`src/rtl/noc_inject_arbiter.sv`:
```
// noc_inject_arbiter: round-robin arbiter sharing one router injection port among NUM_SRC sources.
// Optional Hamming(7,4) single-bit correction in the load path, enabled by defining PARITY_FIX_EN.
module noc_inject_arbiter #(
  parameter int NUM_SRC = 4,
  parameter int FLIT_W  = 11,
  parameter int SRC_W   = 2
) (
  input  logic                      clk,
  input  logic                      rst_n,
  input  logic [NUM_SRC-1:0]        req_valid,
  input  logic [NUM_SRC*FLIT_W-1:0] req_data,
  output logic [NUM_SRC-1:0]        req_ready,
  output logic                      out_valid,
  output logic [FLIT_W-1:0]         out_data,
  output logic [SRC_W-1:0]          out_src,
  input  logic                      out_ready,
  output logic [7:0]                err_cnt
);

  typedef enum logic {EMPTY = 1'b0, FULL = 1'b1} state_t;

  state_t               state;
  logic [SRC_W-1:0]     rr_ptr;
  logic                 can_load;
  logic                 grant;
  logic [2*NUM_SRC-1:0] req_dbl;
  logic [NUM_SRC-1:0]   req_rot;
  int                   win_idx;
  logic [SRC_W-1:0]     win;
  logic [SRC_W-1:0]     win_next;
  logic [FLIT_W-1:0]    win_data;
  logic [FLIT_W-1:0]    load_data;

  assign can_load = (state == EMPTY) | out_ready;

  // Rotate the request vector so that bit 0 corresponds to rr_ptr.
  assign req_dbl = {req_valid, req_valid} >> rr_ptr;
  assign req_rot = req_dbl[NUM_SRC-1:0];

  always_comb begin
    // NOTE: every combinational output gets a default first so no path can infer a latch.
    req_ready = '0;
    grant     = 1'b0;
    win_idx   = 0;
    win_data  = '0;
    // Descending scan: the lowest rotated offset overwrites last and wins.
    for (int k = NUM_SRC - 1; k >= 0; k--) begin
      if (req_rot[k]) begin
        win_idx = int'(rr_ptr) + k;
        grant   = can_load;
      end
    end
    if (win_idx >= NUM_SRC) win_idx = win_idx - NUM_SRC;
    for (int i = 0; i < NUM_SRC; i++) begin
      if (grant && (i == win_idx)) begin
        req_ready[i] = 1'b1;
        win_data     = req_data[i*FLIT_W +: FLIT_W];
      end
    end
    win      = SRC_W'(win_idx);
    win_next = (win_idx == NUM_SRC - 1) ? '0 : SRC_W'(win_idx + 1);
  end

`ifdef PARITY_FIX_EN
  logic [6:0] pay;
  logic [2:0] syn;
  logic [6:0] flip_mask;

  assign pay       = win_data[10:4];
  assign syn       = {pay[3] ^ pay[4] ^ pay[5] ^ pay[6],
                      pay[1] ^ pay[2] ^ pay[5] ^ pay[6],
                      pay[0] ^ pay[2] ^ pay[4] ^ pay[6]};
  // Syndrome value s names the erroneous position, i.e. payload bit s-1.
  assign flip_mask = (syn == 3'd0) ? 7'd0 : (7'd1 << (syn - 3'd1));
  assign load_data = {pay ^ flip_mask, win_data[3:0]};

  always_ff @(posedge clk or negedge rst_n) begin
    if (!rst_n) begin
      err_cnt <= '0;
    end else if (grant && (syn != 3'd0) && (err_cnt != 8'hFF)) begin
      err_cnt <= err_cnt + 8'd1;
    end
  end
`else
  assign load_data = win_data;
  assign err_cnt   = 8'd0;
`endif

  // Output stage: a grant always loads (covering simultaneous drain and load);
  // otherwise an accepted flit empties the stage while out_data keeps its last value.
  always_ff @(posedge clk or negedge rst_n) begin
    // NOTE: state registers use non-blocking assignments so every flop samples pre-edge values.
    if (!rst_n) begin
      state    <= EMPTY;
      out_data <= '0;
      out_src  <= '0;
      rr_ptr   <= '0;
    end else if (grant) begin
      state    <= FULL;
      out_data <= load_data;
      out_src  <= win;
      rr_ptr   <= win_next;
    end else if (out_ready) begin
      state    <= EMPTY;
    end
  end

  assign out_valid = (state == FULL);

endmodule

```
`config.mk`:
```
export PLATFORM = sky130hd
export DESIGN_NAME = noc_inject_arbiter
export DESIGN_NICKNAME = d
export VERILOG_FILES = /design/src/rtl/noc_inject_arbiter.sv
export SDC_FILE = /design/constraint.sdc
export NUM_CORES = 1
export LEC_CHECK = 0
export ABC_CLOCK_PERIOD_IN_PS = 10100
export CELL_PAD_IN_SITES_DETAIL_PLACEMENT = 1
export CELL_PAD_IN_SITES_GLOBAL_PLACEMENT = 2
export CORE_MARGIN = 2
export CORE_UTILIZATION = 23
export CTS_BUF_LIST = sky130_fd_sc_hd__clkbuf_8
export DETAILED_ROUTE_END_ITERATION = 8
export PLACE_DENSITY = 0.86
export SLEW_MARGIN = 10
export SYNTH_ARGS = -nofsm -noshare
export SYNTH_HDL_FRONTEND = slang
export SYNTH_SLANG_ARGS = --single-unit
```
`constraint.sdc`:
```
create_clock -name clk -period 10.1 [get_ports clk]
set_input_delay 3.03 -clock clk [delete_from_list [all_inputs] [get_ports clk]]
set_output_delay 3.03 -clock clk [all_outputs]
set_load 0.005 [all_outputs]
```
==> results of run 1 <==
==> synthesized netlist by cell type <==
cell type,n,area (um^2)
o21ai_2,1,8.76
buf_4,8,60.1
inv_2,4,15.0
nand4_1,1,6.26
o21ai_1,10,50.1
a31oi_2,1,12.5
o21ai_0,1,5.00
o41ai_1,1,8.76
nand2_1,24,90.1
o221ai_1,2,17.5
and2_1,4,25.0
and3b_1,2,17.5
mux2_4,1,15.0
a21oi_1,11,55.1
clkbuf_1,5,18.8
a221oi_1,1,8.76
buf_6,2,22.5
nor2_2,1,6.26
conb_1,1,3.75
inv_1,21,78.8
nor3b_1,1,7.51
mux2_1,2,22.5
a311oi_1,1,8.76
a31oi_1,11,68.8
nor3b_2,1,12.5
a211o_1,2,17.5
buf_2,5,25.0
o32a_1,1,10.0
or3_1,3,18.8
nand2b_1,2,12.5
nand3_1,3,15.0
ha_1,5,62.6
clkbuf_2,1,5.00
nor2b_1,2,12.5
nor4_4,1,21.3
nor2_1,13,48.8
a211oi_1,1,7.51
dfrtp_1,16,400
o22ai_1,1,6.26
nor3_1,2,10.0
o41ai_2,8,130
==> stage by stage <==
stage | hold WS (ns) | power, uW
after CTS | 0.504 | 538
after global routing | 0.517 | 584
after global placement | 0.489 | 481
after floorplan | 0.483 | 350
final | 0.494 | 531
after detailed placement | 0.491 | 488
==> kinds of logic (layout without fill, tap and decap cells) <==
kind of cell	count (synthesis)	in the layout	synth area share [%]
fa+ha+maj	5	5	4.32
buf+inv	46	101	15.5
flops	16	16	27.6
mux	3	3	2.59
other cells	1	8	0.259
simple gates	60	60	21.0
compound gates	53	53	28.7
==> per-layer routing <==
metal / part of all wire [%] / vias up
met5: 0 / -
met4: 1.5 / 0
met3: 3.5 / 4
met2: 46 / 40
met1: 49 / 680
li1: - / 744
==> area by class of cell <==
class	instances	area share [%]
inverters	25	4.27
multi-input cells	129	38.7
flip-flops and latches	16	18.2
clock buffers	3	1.88
well taps	75	4.27
repair buffers	73	32.7
==> sequential cells by signal, indices dropped and copies added (netlist names) <==
name and cells:
out_src 2, out_valid 1, rr_ptr 2, out_data 11
==> final timing paths <==
| kind | end | slack, ns |
|---|---|---|
| setup / recovery | req_ready[3] | 1.42 |
| hold / removal | out_src[0] | 0.49 |
| setup reg to reg | out_data[1] | 6.48 |
| hold reg to reg | out_src[0] | 0.49 |
| max in group asynchronous | out_valid | 6.44 |
| min in group asynchronous | out_data[3] | 3.21 |
==> cells in the final DEF, fill, tap and decap left out, types with 3 or more instances in the layout <==
cell type        count
clkbuf_8             3
and2_1               4
ha_1                 5
nor2_1              13
a31oi_1             11
buf_4                5
inv_1               21
a21oi_1             11
o21ai_1             10
clkdlybuf4s50_1     68
dfrtp_1             16
nand3_1              3
or3_1                3
conb_1               8
inv_2                4
o41ai_2              8
nand2_1             24
==> power by group through the flow <==
| stage | Combinational (uW) | Sequential [uW] | Clock, uW |
|---|---|---|---|
| 2_1_floorplan | 235 | 115 | 0 |
| 3_3_place_gp | 360 | 121 | 0 |
| 3_5_place_dp | 366 | 122 | 0 |
| 4_1_cts | 369 | 121 | 47.8 |
| 5_1_grt | 409 | 124 | 50.5 |
| 6_report | 364 | 120 | 46.8 |
==> worst register-to-register path: stages, from the launching register on <==
cell,delay (ns)
dfrtp_1,0.56
inv_2,0.11
ha_1,0.36
nor3b_2,0.24
nand2_1,0.08
a311oi_1,0.46
nor3_1,0.14
ha_1,0.37
nand2b_1,0.41
o41ai_1,0.48
o21ai_0,0.16
a31oi_1,0.18
==> results.py, run 1 <==
metrics = {
    "layout": {
        "syn_to_final_growth_pct": 51.6,
        "design_area_um2": 2200,
        "nNetsFinal": 304,
        "layout-drive-gt1-share_pct": 10.6,
        "layoutNonFillerInstCount": 321,
        "n_antenna_cell": 0,
        "final-seq-area_um2": 400,
        "multi_input_area_um2": 850,
        "post-route-util_pct": 36.7,
        "nFillCells": 720,
    },
    "timing": {
        "finalCritPeriodShare_pct": 85.9,
        "drv_slew": 0,
        "fmax_mhz": 115,
        "finalSetupTns_ns": 0,
        "finClkSkew_ns": 0.000563,
        "finalWorstSetupSlack_ns": 1.42,
        "slew-limit-headroom_pct": 52.3,
        "fin_crit_ns": 8.68,
        "setup_viol": 0,
        "worstMarginPinSlew_ns": 0.713,
        "rsz0062_at_grt": "no",
        "finalHoldViolations": 0,
    },
    "logic_synthesis": {
        "syn_inst": 184,
        "ys_types": 41,
        "synth_seq_area_share_pct": 27.6,
        "ys_warn_count": 0,
        "ys_seq_elements": 16,
        "synthesis.area_um2": 1450,
        "syn_area_per_cell_um2": 7.87,
    },
    "critical_path": {
        "cp-startpoint": "req_valid[0]",
        "worstPathRequired_ns": 7.07,
        "cp_common_cell": "clkdlybuf4s50_1",
        "crit_path_start_kind": "primary input",
        "r2r-start": "rr_ptr[0]",
        "crit_arrival_ns": 5.65,
        "endpoint_kind": "output port",
        "worstSetupPathType": "in2out",
        "crit_slowest_cell": "clkdlybuf4s50_1",
        "path_cells": "clkdlybuf4s50_1 > nor3b_2 > nand2_1 > a311oi_1 > or3_1 > ha_1 > buf_4 > and2_1 > clkdlybuf4s50_1",
        "crit_fanout": 24,
        "cp.buffers_inverters": 3,
        "r2r_cells": 11,
        "cp_num_cells": 9,
        "cpPeakStageDelay_ns": 0.55,
        "critPathTopFamily": "buffers and inverters",
    },
    "status": {
        "status": "finished, final reports clean",
    },
    "drt": {
        "wl_um": 4600,
        "routedWlPerCell_um": 14.3,
        "drt-initial-drc-count": 50,
        "vias_per_cell": 4.57,
        "firstDrtPassIters": 4,
        "drc": 0,
        "ant_nets": 0,
        "dr_total_vias": 1468,
    },
    "power_and_ir_drop": {
        "p_switching_uw": 230,
        "clkPwrFrac_pct": 8.8,
        "p_comb_share_pct": 68.6,
        "seqPwrFrac_pct": 22.6,
        "internal_power_uw": 302,
        "peakVddDrop_v": 0.0000958,
        "p_sw_share_pct": 43.2,
        "power.leakage_uw": 0.000942,
        "power_density_nw_per_um2": 242,
    },
    "clock_tree": {
        "cts.repair.resized": 0,
        "post-cts-setup-buffers": 0,
        "clk_latency_ns": 0.24,
        "clock_path_buffers": 2,
        "cts.sinks": 16,
        "cts_tree": "yes",
        "cts_hold_buffers": 0,
        "root_buffer": "clkbuf_8",
        "htreeDepth": 1,
        "cts.clk_slew.worst_paths_ns": 0.06,
        "cts_made_buffers": 3,
    },
    "die": {
        "ioPinCount": 77,
        "dieWidth_um": 83.4,
        "core-area_um2": 5990,
        "rows": 28,
        "start_util_pct": 24.2,
        "dieArea_um2": 6950,
        "fp.dieH_um": 83.4,
    },
    "global_route": {
        "met3_usage_pct": 1.69,
        "top_usage_layer": "met2",
        "grt_max_degree": 31,
        "grt_pass1_vias": 1452,
        "grtUsageTotal_pct": 13.5,
        "grt_pass1_wl_um": 7560,
        "gr-usage-met2_pct": 21.0,
        "grt_overflow": 0,
        "antenna_found_initial": 0,
        "grt_util_met1_pct": 19.0,
    },
    "run": {
        "cap_violations": 0,
    },
    "hold_path": {
        "hold_class": "reg2reg",
        "whs_path_depth": 1,
        "min_from": "out_src[0]",
    },
    "placement": {
        "place_area_um2": 2160,
        "finalWeightedCongestion": 0.870,
        "dp.final_hpwl_um": 3730,
        "io_buffers": 68,
        "pre_cts_slack_ns": 1.42,
        "post-place-cells": 318,
    },
}
Note: power is estimated with default switching activity, not from simulation.
==> run 2, diff against run 1 <==
Settings changed: PLACE_DENSITY 0.86 to 0.95.
==> run 2 against run 1 <==
  * Clock power is 21% higher
  * Setup slack gained 0.027 ns
  * Critical path depth is the same
  * Die area did not move
  * Via count rose by 2.2%
  * Highest routed layer unchanged
==> results.py, run 2 (synthesis results as in run 1) <==
metrics = {
    "drt": {
        "drt-initial-drc-count": 48,
        "routedWlPerCell_um": 14.4,
        "firstDrtPassIters": 4,
        "met2_length_um": 2100,
        "top_layer_used": "met4",
        "vias_per_cell": 4.66,
        "drc": 0,
        "ant_nets": 0,
        "wl_met3_um": 235,
        "wl_um": 4650,
        "wl_met1_um": 2220,
        "dr_total_vias": 1501,
    },
    "global_route": {
        "grt_overflow": 0,
        "grt_pass1_wl_um": 7650,
        "grt_pass1_vias": 1570,
        "antenna_found_initial": 0,
        "grt_max_degree": 25,
        "grtUsageTotal_pct": 13.6,
    },
    "layout": {
        "syn_to_final_growth_pct": 52.6,
        "design_area_um2": 2210,
        "regMostFlops": "out_data",
        "final_common_cell": "clkdlybuf4s50_1",
        "post-route-util_pct": 36.9,
        "layout-drive-gt1-share_pct": 10.9,
        "largest_reg_flops": 11,
        "multi_input_area_um2": 850,
        "final-seq-area_um2": 400,
        "largestRegisters": "out_data: 11 flops, out_src: 2 flops, rr_ptr: 2 flops",
        "nFillCells": 716,
        "nNetsFinal": 304,
        "mostFrequentLayoutCells": "clkdlybuf4s50_1, nand2_1, inv_1",
        "n_antenna_cell": 0,
    },
    "timing": {
        "finalSetupTns_ns": 0,
        "finalHoldViolations": 0,
        "finClkSkew_ns": 0.000853,
        "worstMarginPinSlew_ns": 0.707,
        "drv_slew": 0,
        "slew-limit-headroom_pct": 52.7,
        "rsz0062_at_grt": "no",
        "finalWorstSetupSlack_ns": 1.45,
        "fmax_mhz": 116,
        "setup_viol": 0,
        "fin_crit_ns": 8.65,
        "finalCritPeriodShare_pct": 85.7,
    },
    "clock_tree": {
        "cts_made_buffers": 3,
        "htreeDepth": 1,
        "root_buffer": "clkbuf_8",
        "cts_tree": "yes",
        "cts.sinks": 16,
        "post-cts-setup-buffers": 0,
        "cts_hold_buffers": 0,
        "cts.clk_slew.worst_paths_ns": 0.06,
        "cts.repair.resized": 0,
        "clk_latency_ns": 0.25,
        "clock_path_buffers": 2,
    },
    "die": {
        "fp.dieH_um": 83.4,
        "start_util_pct": 24.2,
        "rows": 28,
        "dieWidth_um": 83.4,
        "dieArea_um2": 6950,
        "ioPinCount": 77,
        "core-area_um2": 5990,
    },
    "power_and_ir_drop": {
        "power_density_nw_per_um2": 247,
        "power.leakage_uw": 0.000950,
        "peakVddDrop_v": 0.000108,
        "total_power_uw": 546,
    },
    "placement": {
        "io_buffers": 68,
        "place_area_um2": 2160,
        "pre_cts_slack_ns": 1.44,
        "finalWeightedCongestion": 0.905,
        "dp.final_hpwl_um": 3720,
    },
    "critical_path": {
        "worstSetupPathType": "in2out",
        "crit_slowest_cell": "clkdlybuf4s50_1",
        "path_cells": "clkdlybuf4s50_1 > nor3b_2 > nand2_1 > a311oi_1 > or3_1 > ha_1 > buf_4 > and2_1 > clkdlybuf4s50_1",
        "crit_arrival_ns": 5.62,
        "endpoint_kind": "output port",
        "cp_num_cells": 9,
        "worstPathRequired_ns": 7.07,
        "critPathTopFamily": "buffers and inverters",
        "r2r_cells": 11,
        "cp_common_cell": "clkdlybuf4s50_1",
        "cp.buffers_inverters": 3,
        "cpPeakStageDelay_ns": 0.56,
        "crit_path_start_kind": "primary input",
        "crit_fanout": 24,
    },
    "hold_path": {
        "whs_path_depth": 1,
        "hold_class": "reg2reg",
    },
    "status": {
        "status": "finished, final reports clean",
    },
    "run": {
        "cap_violations": 0,
    },
}
## run 2: cell types whose count changed in the layout (fill, tap and decap cells not counted)
cell      delta
clkbuf_8     +1
## run 2: area by class of cell
cell class | count | area share (%)
Clock buffer | 4 | 2.49
Tap cell | 75 | 4.24
Timing Repair Buffer | 73 | 32.5
Sequential cell | 16 | 18.1
Multi-Input combinational cell | 129 | 38.4
Inverter | 25 | 4.24
## run 2: routing by layer
metal  GRT usage [%]  vias up
met5               0        -
met4            6.26        0
met3            1.79        7
met2            21.6       50
met1            18.1      698
li1                -      746
## run 2: worst paths after layout
check	startpoint	to	slack, ns
setup reg to reg	rr_ptr[0]	out_data[1]	6.62
hold / removal	out_src[0]	out_src[0]	0.50
hold reg to reg	out_src[0]	out_src[0]	0.50
setup / recovery	req_valid[0]	req_ready[3]	1.45
max in group asynchronous	rst_n	out_data[5]	6.45
min in group asynchronous	rst_n	out_data[6]	3.20
## run 2: power breakdown
group / switching, uW / internal [uW] / leakage [uW]
Clock: 22.0 / 34.6 / 0.0000288
Sequential: 24.5 / 95.5 / 0.000184
Combinational: 189 / 180 / 0.000737
Total: 235 / 310 / 0.000950
## run 2: per-stage QoR
| step | hold WS [ns] | cells |
|---|---|---|
| detailed placement | 0.484 | 318 |
| CTS | 0.500 | 322 |
| finish | 0.495 | 322 |
| floorplan | 0.483 | 191 |
| global placement | 0.484 | 318 |
| global route | 0.537 | 322 |
